$ cat src/rtl/vector_pack_pkg.sv
// Shared types and helpers for the serial-to-parallel bit packer.
// Imported by the packer interface and the packer itself.
package vector_pack_pkg;

  typedef enum logic {S_IDLE, S_FILL} pack_state_t;

  // Width of a counter able to hold the values 0..width inclusive.
  function automatic int unsigned cnt_w(input int unsigned width);
    return $clog2(width + 1);
  endfunction

endpackage

$ cat src/rtl/vector_pack_if.sv
// Handshake bundle of the bit packer: serial input side, word output side, flush and fill level.
// The master drives bits and consumes words; the packer is the slave.
interface vector_pack_if #(
  parameter int unsigned WIDTH = 3
) ();
  import vector_pack_pkg::*;

  localparam int unsigned CW = cnt_w(WIDTH);

  logic             flush;
  logic             in_valid;
  logic             in_bit;
  logic             in_ready;
  logic             out_valid;
  logic             out_ready;
  logic [WIDTH-1:0] outv;
  logic [CW-1:0]    fill;

  modport master (
    output flush, in_valid, in_bit, out_ready,
    input  in_ready, out_valid, outv, fill
  );

  modport slave (
    input  flush, in_valid, in_bit, out_ready,
    output in_ready, out_valid, outv, fill
  );

endinterface

$ cat src/rtl/vector_pack.sv
// Serial-to-parallel packer: gathers WIDTH accepted bits into one word held in a
// single-entry output slot with valid/ready on both sides.
module vector_pack
  import vector_pack_pkg::*;
#(
  parameter int unsigned WIDTH     = 3,
  parameter bit          MSB_FIRST = 1'b1
) (
  input logic         clk,
  input logic         rst,
  vector_pack_if.slave bus
);

  localparam int unsigned CW = cnt_w(WIDTH);

  pack_state_t      state_q, state_d;
  logic [CW-1:0]    cnt_q, cnt_d;
  logic [WIDTH-1:0] shreg_q, shreg_d;
  logic [WIDTH-1:0] outv_q, outv_d;
  logic             out_valid_q, out_valid_d;

  logic [WIDTH-1:0] shifted;
  logic             last_bit;
  logic             accept;
  logic             deliver;
  logic             load;

  generate
    if (MSB_FIRST) begin : g_msb_first
      assign shifted = {shreg_q[WIDTH-2:0], bus.in_bit};
    end else begin : g_lsb_first
      assign shifted = {bus.in_bit, shreg_q[WIDTH-1:1]};
    end
  endgenerate

  assign last_bit     = (cnt_q == CW'(WIDTH - 1));
  // The completing bit waits only while the output slot is full and not draining.
  assign bus.in_ready = !last_bit || !out_valid_q || bus.out_ready;
  assign accept       = bus.in_valid && bus.in_ready && !bus.flush;
  assign deliver      = out_valid_q && bus.out_ready;

  always_comb begin
    state_d = state_q;
    cnt_d   = cnt_q;
    shreg_d = shreg_q;
    load    = 1'b0;

    if (bus.flush) begin
      state_d = S_IDLE;
      cnt_d   = '0;
      shreg_d = '0;
    end else if (accept) begin
      unique case (state_q)
        S_IDLE: begin
          state_d = S_FILL;
          cnt_d   = CW'(1);
          shreg_d = shifted;
        end
        S_FILL: begin
          if (last_bit) begin
            state_d = S_IDLE;
            cnt_d   = '0;
            shreg_d = '0;
            load    = 1'b1;
          end else begin
            cnt_d   = cnt_q + CW'(1);
            shreg_d = shifted;
          end
        end
        default: begin
          state_d = S_IDLE;
          cnt_d   = '0;
          shreg_d = '0;
        end
      endcase
    end
  end

  // Output slot: a load on the delivering edge keeps out_valid high with the new word.
  always_comb begin
    outv_d      = outv_q;
    out_valid_d = out_valid_q;
    if (load) begin
      outv_d      = shifted;
      out_valid_d = 1'b1;
    end else if (deliver) begin
      out_valid_d = 1'b0;
    end
  end

  always_ff @(posedge clk or posedge rst) begin
    if (rst) begin
      state_q     <= S_IDLE;
      cnt_q       <= '0;
      shreg_q     <= '0;
      outv_q      <= '0;
      out_valid_q <= 1'b0;
    end else begin
      state_q     <= state_d;
      cnt_q       <= cnt_d;
      shreg_q     <= shreg_d;
      outv_q      <= outv_d;
      out_valid_q <= out_valid_d;
    end
  end

  assign bus.outv      = outv_q;
  assign bus.out_valid = out_valid_q;
  assign bus.fill      = cnt_q;

endmodule
$ cat src/flat_wrapper.sv
// flat-port wrapper written by rule: the top's interface ports become plain ports
module vector_pack_flat import vector_pack_pkg::*;
#(
  parameter int unsigned WIDTH     = 3,
  parameter bit          MSB_FIRST = 1'b1
)
  (clk, rst, bus_flush, bus_in_valid, bus_in_bit, bus_out_ready, bus_in_ready, bus_out_valid, bus_outv, bus_fill);
  vector_pack_if #(.WIDTH(WIDTH)) bus_i ();
  input logic clk;
  input logic rst;
  input wire logic [$bits(bus_i.flush)-1:0] bus_flush;
  input wire logic [$bits(bus_i.in_valid)-1:0] bus_in_valid;
  input wire logic [$bits(bus_i.in_bit)-1:0] bus_in_bit;
  input wire logic [$bits(bus_i.out_ready)-1:0] bus_out_ready;
  output wire logic [$bits(bus_i.in_ready)-1:0] bus_in_ready;
  output wire logic [$bits(bus_i.out_valid)-1:0] bus_out_valid;
  output wire logic [$bits(bus_i.outv)-1:0] bus_outv;
  output wire logic [$bits(bus_i.fill)-1:0] bus_fill;
  assign bus_i.flush = bus_flush;
  assign bus_i.in_valid = bus_in_valid;
  assign bus_i.in_bit = bus_in_bit;
  assign bus_i.out_ready = bus_out_ready;
  assign bus_in_ready = bus_i.in_ready;
  assign bus_out_valid = bus_i.out_valid;
  assign bus_outv = bus_i.outv;
  assign bus_fill = bus_i.fill;
  vector_pack #(.WIDTH(WIDTH), .MSB_FIRST(MSB_FIRST)) u_core (.clk(clk), .rst(rst), .bus(bus_i));
endmodule
$ cat config.mk
export PLATFORM = sky130hd
export DESIGN_NAME = vector_pack_flat
export DESIGN_NICKNAME = d
export VERILOG_FILES = /design/src/rtl/vector_pack_pkg.sv /design/src/rtl/vector_pack_if.sv /design/src/rtl/vector_pack.sv /design/src/flat_wrapper.sv
export SDC_FILE = /design/constraint.sdc
export NUM_CORES = 1
export LEC_CHECK = 0
export CORE_AREA = 2 2 39 41
export CTS_CLUSTER_DIAMETER = 80
export CTS_CLUSTER_SIZE = 16
export DETAILED_ROUTE_END_ITERATION = 10
export DIE_AREA = 0 0 41 43
export PLACE_DENSITY = 0.71
export SKIP_LAST_GASP = 1
export SYNTH_ARGS = -nofsm -noshare
export SYNTH_HDL_FRONTEND = slang
export SYNTH_SLANG_ARGS = --single-unit
$ cat constraint.sdc
create_clock -name clk -period 1.5 [get_ports clk]
set_input_delay 0.375 -clock clk [delete_from_list [all_inputs] [get_ports clk]]
set_output_delay 0.375 -clock clk [all_outputs]
set_load 0.02 [all_outputs]
# After elaboration in Yosys (flattened, before gate mapping)
# Cells that the tools add are included.
op_classes:
  reduce_logical: 10
  add_sub_neg: 1
  n_mux: 18
  n_eq_ne: 1
  bitwise: 1
ops:
  columns: ["operator", "count"]
  rows:
  - ["2-bit two-way mux", 6]
  - ["1-bit two-way mux", 9]
  - ["2-bit one-hot mux with 2 select lines", 2]
  - ["2-bit nonzero test", 2]
  - ["1-bit logical AND", 3]
  - ["1-bit logical NOT", 3]
  - ["2-bit by 1-bit adder with 2-bit output (second input constant)", 1]
  - ["2-bit equality test (second input constant)", 1]
  - ["1-bit logical OR", 2]
  - ["1-bit one-hot mux with 2 select lines", 1]
  - ["1-bit NOT", 1]
word_totals:
  out_inout_bits: 7
  ff_bits: 9
  in_bits: 6
  word_cells: 36

# Logic depth before layout (Yosys ltp)
logic_depth:
  word_depth: 9
  depth_mapped: 4
  depth_no_buf: 3

# Least setup slack after synthesis
# Ideal clock, no wire load.
synth_path:
  path_kind: "reg2reg"
  start: "register u_core.cnt_q[1], in the netlist u_core.bus.fill[1]"
  end: "register u_core.outv_q[0], in the netlist u_core.bus.outv[0]"
  path_stages_with_launch: 4
  required_time_ns: 1.375
  synth_period_minus_slack_ns: 1.383
  slack_ns: 0.117
  path_buffers: 0
  t_arrival_ns: 1.258
  setup_time_ns: 0.125
  path_cell_list: "dfrtp_1 -> nor2b_2 -> and4bb_4 -> mux2_4"
synth_between:
  elab_chain_len: 8
  word_cells_on_any_way: 10
  classes_between: "1 x eq/ne; 4 x mux; 5 x reduce/logical"
synth_rtl:
  columns: ["element", "line", "source"]
  rows:
  - ["from (decl)", "vector_pack.sv:17", "logic [CW-1:0] cnt_q, cnt_d;"]
  - ["from (signal assigned)", "vector_pack.sv:100", "cnt_q <= cnt_d;"]
  - ["2-bit equality test (*)", "vector_pack.sv:36", "assign last_bit = (cnt_q == CW'(WIDTH - 1));"]
  - ["1-bit logical NOT", "vector_pack.sv:38", "assign bus.in_ready = !last_bit || !out_valid_q || bus.out_ready;"]
  - ["1-bit logical OR (2 in a row)", "vector_pack.sv:38", null]
  - ["1-bit logical AND (2 in a row)", "vector_pack.sv:39", "assign accept = bus.in_valid && bus.in_ready && !bus.flush;"]
  - ["1-bit two-way mux (*)", "vector_pack.sv:52", "end else if (accept) begin"]
  - ["1-bit two-way mux (*)", "vector_pack.sv:48", "if (bus.flush) begin"]
  - ["to (signal assigned)", "vector_pack.sv:102", "outv_q <= outv_d;"]
  - ["to (decl)", "vector_pack.sv:19", "logic [WIDTH-1:0] outv_q, outv_d;"]
# Mark *: on every way between the ends. The rest lies on a longest branch, timed or not.
# A chain may end at the register's enable or synchronous reset.

# Final worst setup path
layout_path:
  start: "input port bus_in_valid"
  end: "register u_core.outv_q[1], in the netlist u_core.bus.outv[1]"
layout_between:
  elab_chain_len: 4
layout_rtl:
  columns: ["element", "line", "source"]
  rows:
  - ["from (decl)", "flat_wrapper.sv:12", "input wire logic [$bits(bus_i.in_valid)-1:0] bus_in_valid;"]
  - ["1-bit logical AND (2 in a row)", "vector_pack.sv:39", null]
  - ["1-bit two-way mux", "vector_pack.sv:52", null]
  - ["1-bit two-way mux", "vector_pack.sv:48", null]
# Every way passes these cells.

==> metrics <==
Maximum Capacitance Violations 0; number of filler instances in the final layout 137; syn nets 45; post-route clock skew 0.00308 ns; overall power consumption 0.530 mW; placed inst area 648 um2; worst-skew pair later-pin latency 0.26 ns; buffer levels on the longest clock path 2; most common library cells after synthesis sky130_fd_sc_hd__dfrtp_1, sky130_fd_sc_hd__a21oi_1, sky130_fd_sc_hd__mux2_4, sky130_fd_sc_hd__nand2b_1; Hold-fix buffers, CTS 0; number of library cell types mapped by synthesis 20; Max Clk Rate 0.680 GHz; placer's final routability congestion estimate 0.728; worst relative slew slack 76.2%; final layout net count 69; first-pass GRT wire length 1590 um; list of cells traversed by the critical path clkdlybuf4s50_1 > nand2_2 > and4bb_4 > mux2_4; Register-to-Register Setup Slack 0.10 ns; post-detailed-route via-to-cell ratio 5.05; total non-filler cell area in the finished layout 676 um2; post-route setup slack 0.0302 ns; top cells by area, synth sky130_fd_sc_hd__dfrtp_1, sky130_fd_sc_hd__mux2_4, sky130_fd_sc_hd__a21oi_1; Hold/Removal Path Class in -> async; cell with the most instances after synthesis sky130_fd_sc_hd__dfrtp_1; Reg-to-Reg End u_core.bus.outv[1]; global-route total usage across every layer 14.0%; worst slew pin tran 0.357 ns; endpoint arrival time on the critical path 1.61 ns; EDFF count, synth 0; Reg clk slew, reported paths 0.06 ns; floorplan die height 43 um; Max stage delay cell, worst path sky130_fd_sc_hd__clkdlybuf4s50_1; required time at the worst-slack endpoint 1.64 ns; fraction of layout instances using a drive strength above 1 32.3%; clock net sink count 9; worst setup slack after placement -0.485 ns; initial antenna violation count 0; post-route minimum period 1.47 ns; Antenna Violating Nets Remaining 0; antenna fix cells 0; startpoint of the worst-slack reg-to-reg timing path u_core.bus.fill[0]; placed cell count 73; asr flop ratio synth 100%; site row count 14; post-synth design cell area 458 um2; Ports 13; kind of start point of the critical path input pin; startpoint of the worst setup timing path bus_in_valid; kind of end point of the critical path flop; Main synth FF type sky130_fd_sc_hd__dfrtp_1; number of failing hold endpoints at the final stage 0; capturing element of the worst setup path u_core.bus.outv[1]; post-synthesis cell count 39; initial standard-cell utilization of the core 33.1%; stage delay of the slowest cell on the critical path 0.51 ns; count of final max-slew check failures 0; violation count after the first detailed-route iteration 4; total iterations of the first detailed-routing run 3; result of the run completed; classification of the worst setup path in -> reg; routed vias 394; worst supply voltage drop on vdd 0.000357 V; total overflow reported by the global router 0; level count of the clock H-tree 1; placeable core region 1380 um2; number of CTS-inserted buffers 3; vias in the first global route 377; Final period util 98.0%; worst r2r path cells 4; Final setup violation count 0; total die area 1760 um2; unrepaired setup endpoints after global routing no; worst-path fanout max 3; largest area contributor in the synthesized netlist sky130_fd_sc_hd__dfrtp_1; sequential element share of the synthesized area 49.2%; average routed wire per standard cell 12.4 um; proportion of netlist area held by the largest area contributor 49.2%; # port buffers 12; total number of yosys warnings 0; post-synthesis register bit count 9; power density over cell area 785 nW/um2; Min Hold Slack 0.385 ns; setup_tns 0 ns; clock tree from TritonCTS done; number of standard cells in the final layout excluding fillers 78; number of remaining DRC errors 0; synthesized area per cell 11.7 um2; pin count of the biggest net entering global routing 12; Static Leak 0.342 nW; Root Driver sky130_fd_sc_hd__clkbuf_4; width of the die 41 um; relative area change from synthesis to final layout 47.5%; Final Routed Wirelength 965 um; final core utilization 48.8%
-- area by class of cell --
cell class | instances | area, um2 | share of cell area (%)
Inverter | 1 | 3.75 | 0.556
Clock buffer | 4 | 26.3 | 3.89
Timing Repair Buffer | 21 | 181 | 26.9
Tap cell | 16 | 20.0 | 2.96
Multi-Input combinational cell | 27 | 219 | 32.4
Sequential cell | 9 | 225 | 33.3
-- placed cells by master (no fill, tap or decap) --
cell type / netlist / routed
sky130_fd_sc_hd__buf_4: 0 / 10
sky130_fd_sc_hd__dfrtp_1: 9 / 9
sky130_fd_sc_hd__a21oi_1: 5 / 5
sky130_fd_sc_hd__dlygate4sd2_1: 0 / 5
sky130_fd_sc_hd__clkdlybuf4s50_1: 0 / 4
sky130_fd_sc_hd__nand2b_1: 3 / 3
sky130_fd_sc_hd__mux2_4: 3 / 3
sky130_fd_sc_hd__clkbuf_4: 0 / 3
sky130_fd_sc_hd__a41o_1: 2 / 2
sky130_fd_sc_hd__or2b_1: 2 / 2
sky130_fd_sc_hd__nor2b_2: 1 / 1
sky130_fd_sc_hd__nand3_1: 1 / 1
sky130_fd_sc_hd__o21ai_0: 1 / 1
sky130_fd_sc_hd__nand2_2: 1 / 1
sky130_fd_sc_hd__and4bb_4: 1 / 1
sky130_fd_sc_hd__nand4bb_1: 1 / 1
sky130_fd_sc_hd__nand3b_1: 1 / 1
sky130_fd_sc_hd__nor2_1: 1 / 1
sky130_fd_sc_hd__a22oi_1: 1 / 1
sky130_fd_sc_hd__inv_1: 1 / 1
sky130_fd_sc_hd__a31o_2: 1 / 1
sky130_fd_sc_hd__nand4b_1: 1 / 1
sky130_fd_sc_hd__a31oi_1: 1 / 1
sky130_fd_sc_hd__clkbuf_1: 0 / 1
sky130_fd_sc_hd__dlymetal6s2s_1: 0 / 1
sky130_fd_sc_hd__clkdlybuf4s15_1: 0 / 1
-- worst min path at each step --
stage	from	endpoint	slack (ns)	depth (start not counted)
3_5_place_dp	u_core.shreg_q[1]	u_core.bus.outv[2]	0.50	1
2_1_floorplan	rst	u_core.bus.fill[0]	0.20	1
3_3_place_gp	u_core.shreg_q[1]	u_core.bus.outv[2]	0.50	1
5_1_grt	rst	u_core.bus.fill[0]	0.42	2
6_report	rst	u_core.bus.fill[0]	0.39	2
4_1_cts	rst	u_core.bus.fill[0]	0.39	2
-- state kept, by name, indices dropped and copies added, names as in the netlist --
signal                flops
u_core.bus.fill           2
u_core.bus.out_valid      1
u_core.bus.outv           3
u_core.shreg_q            2
u_core.state_q            1
-- layer usage --
layer  vias up  share of wire [%]  GRT usage [%]
met3         2                7.9           5.24
met5         -                  0              0
met4         0               0.62           10.0
met1       188                 47           17.7
met2        12                 44           18.8
li1        192                  -              -
-- power by group --
part	leakage, nW	total (mW)	internal, mW	switching (mW)
clock	0.0150	0.189	0.103	0.0862
combinational	0.205	0.0812	0.0445	0.0367
sequential	0.122	0.260	0.253	0.00776
total	0.342	0.530	0.400	0.131
-- logic make-up after synthesis --
family | count (synthesis) | share of synthesized area [%]
simple gates | 13 | 22.1
flops | 9 | 49.2
mux | 3 | 9.84
buf+inv | 3 | 3.00
compound gates | 11 | 15.8
-- worst max-delay path, delay by kind of cell --
| kind | cells | cell delay [ns] |
|---|---|---|
| buf+inv | 1 | 0.51 |
| simple gates | 2 | 0.42 |
| mux | 1 | 0.31 |
-- timing repair --
action	4_1_cts	5_1_grt
pin swaps	0	2
buffers inserted	0	1
endpoints found under the hold margin	0	0
setup endpoints to repair	7	5
resized for setup	8	5
Power figures use the tool's default switching activity.
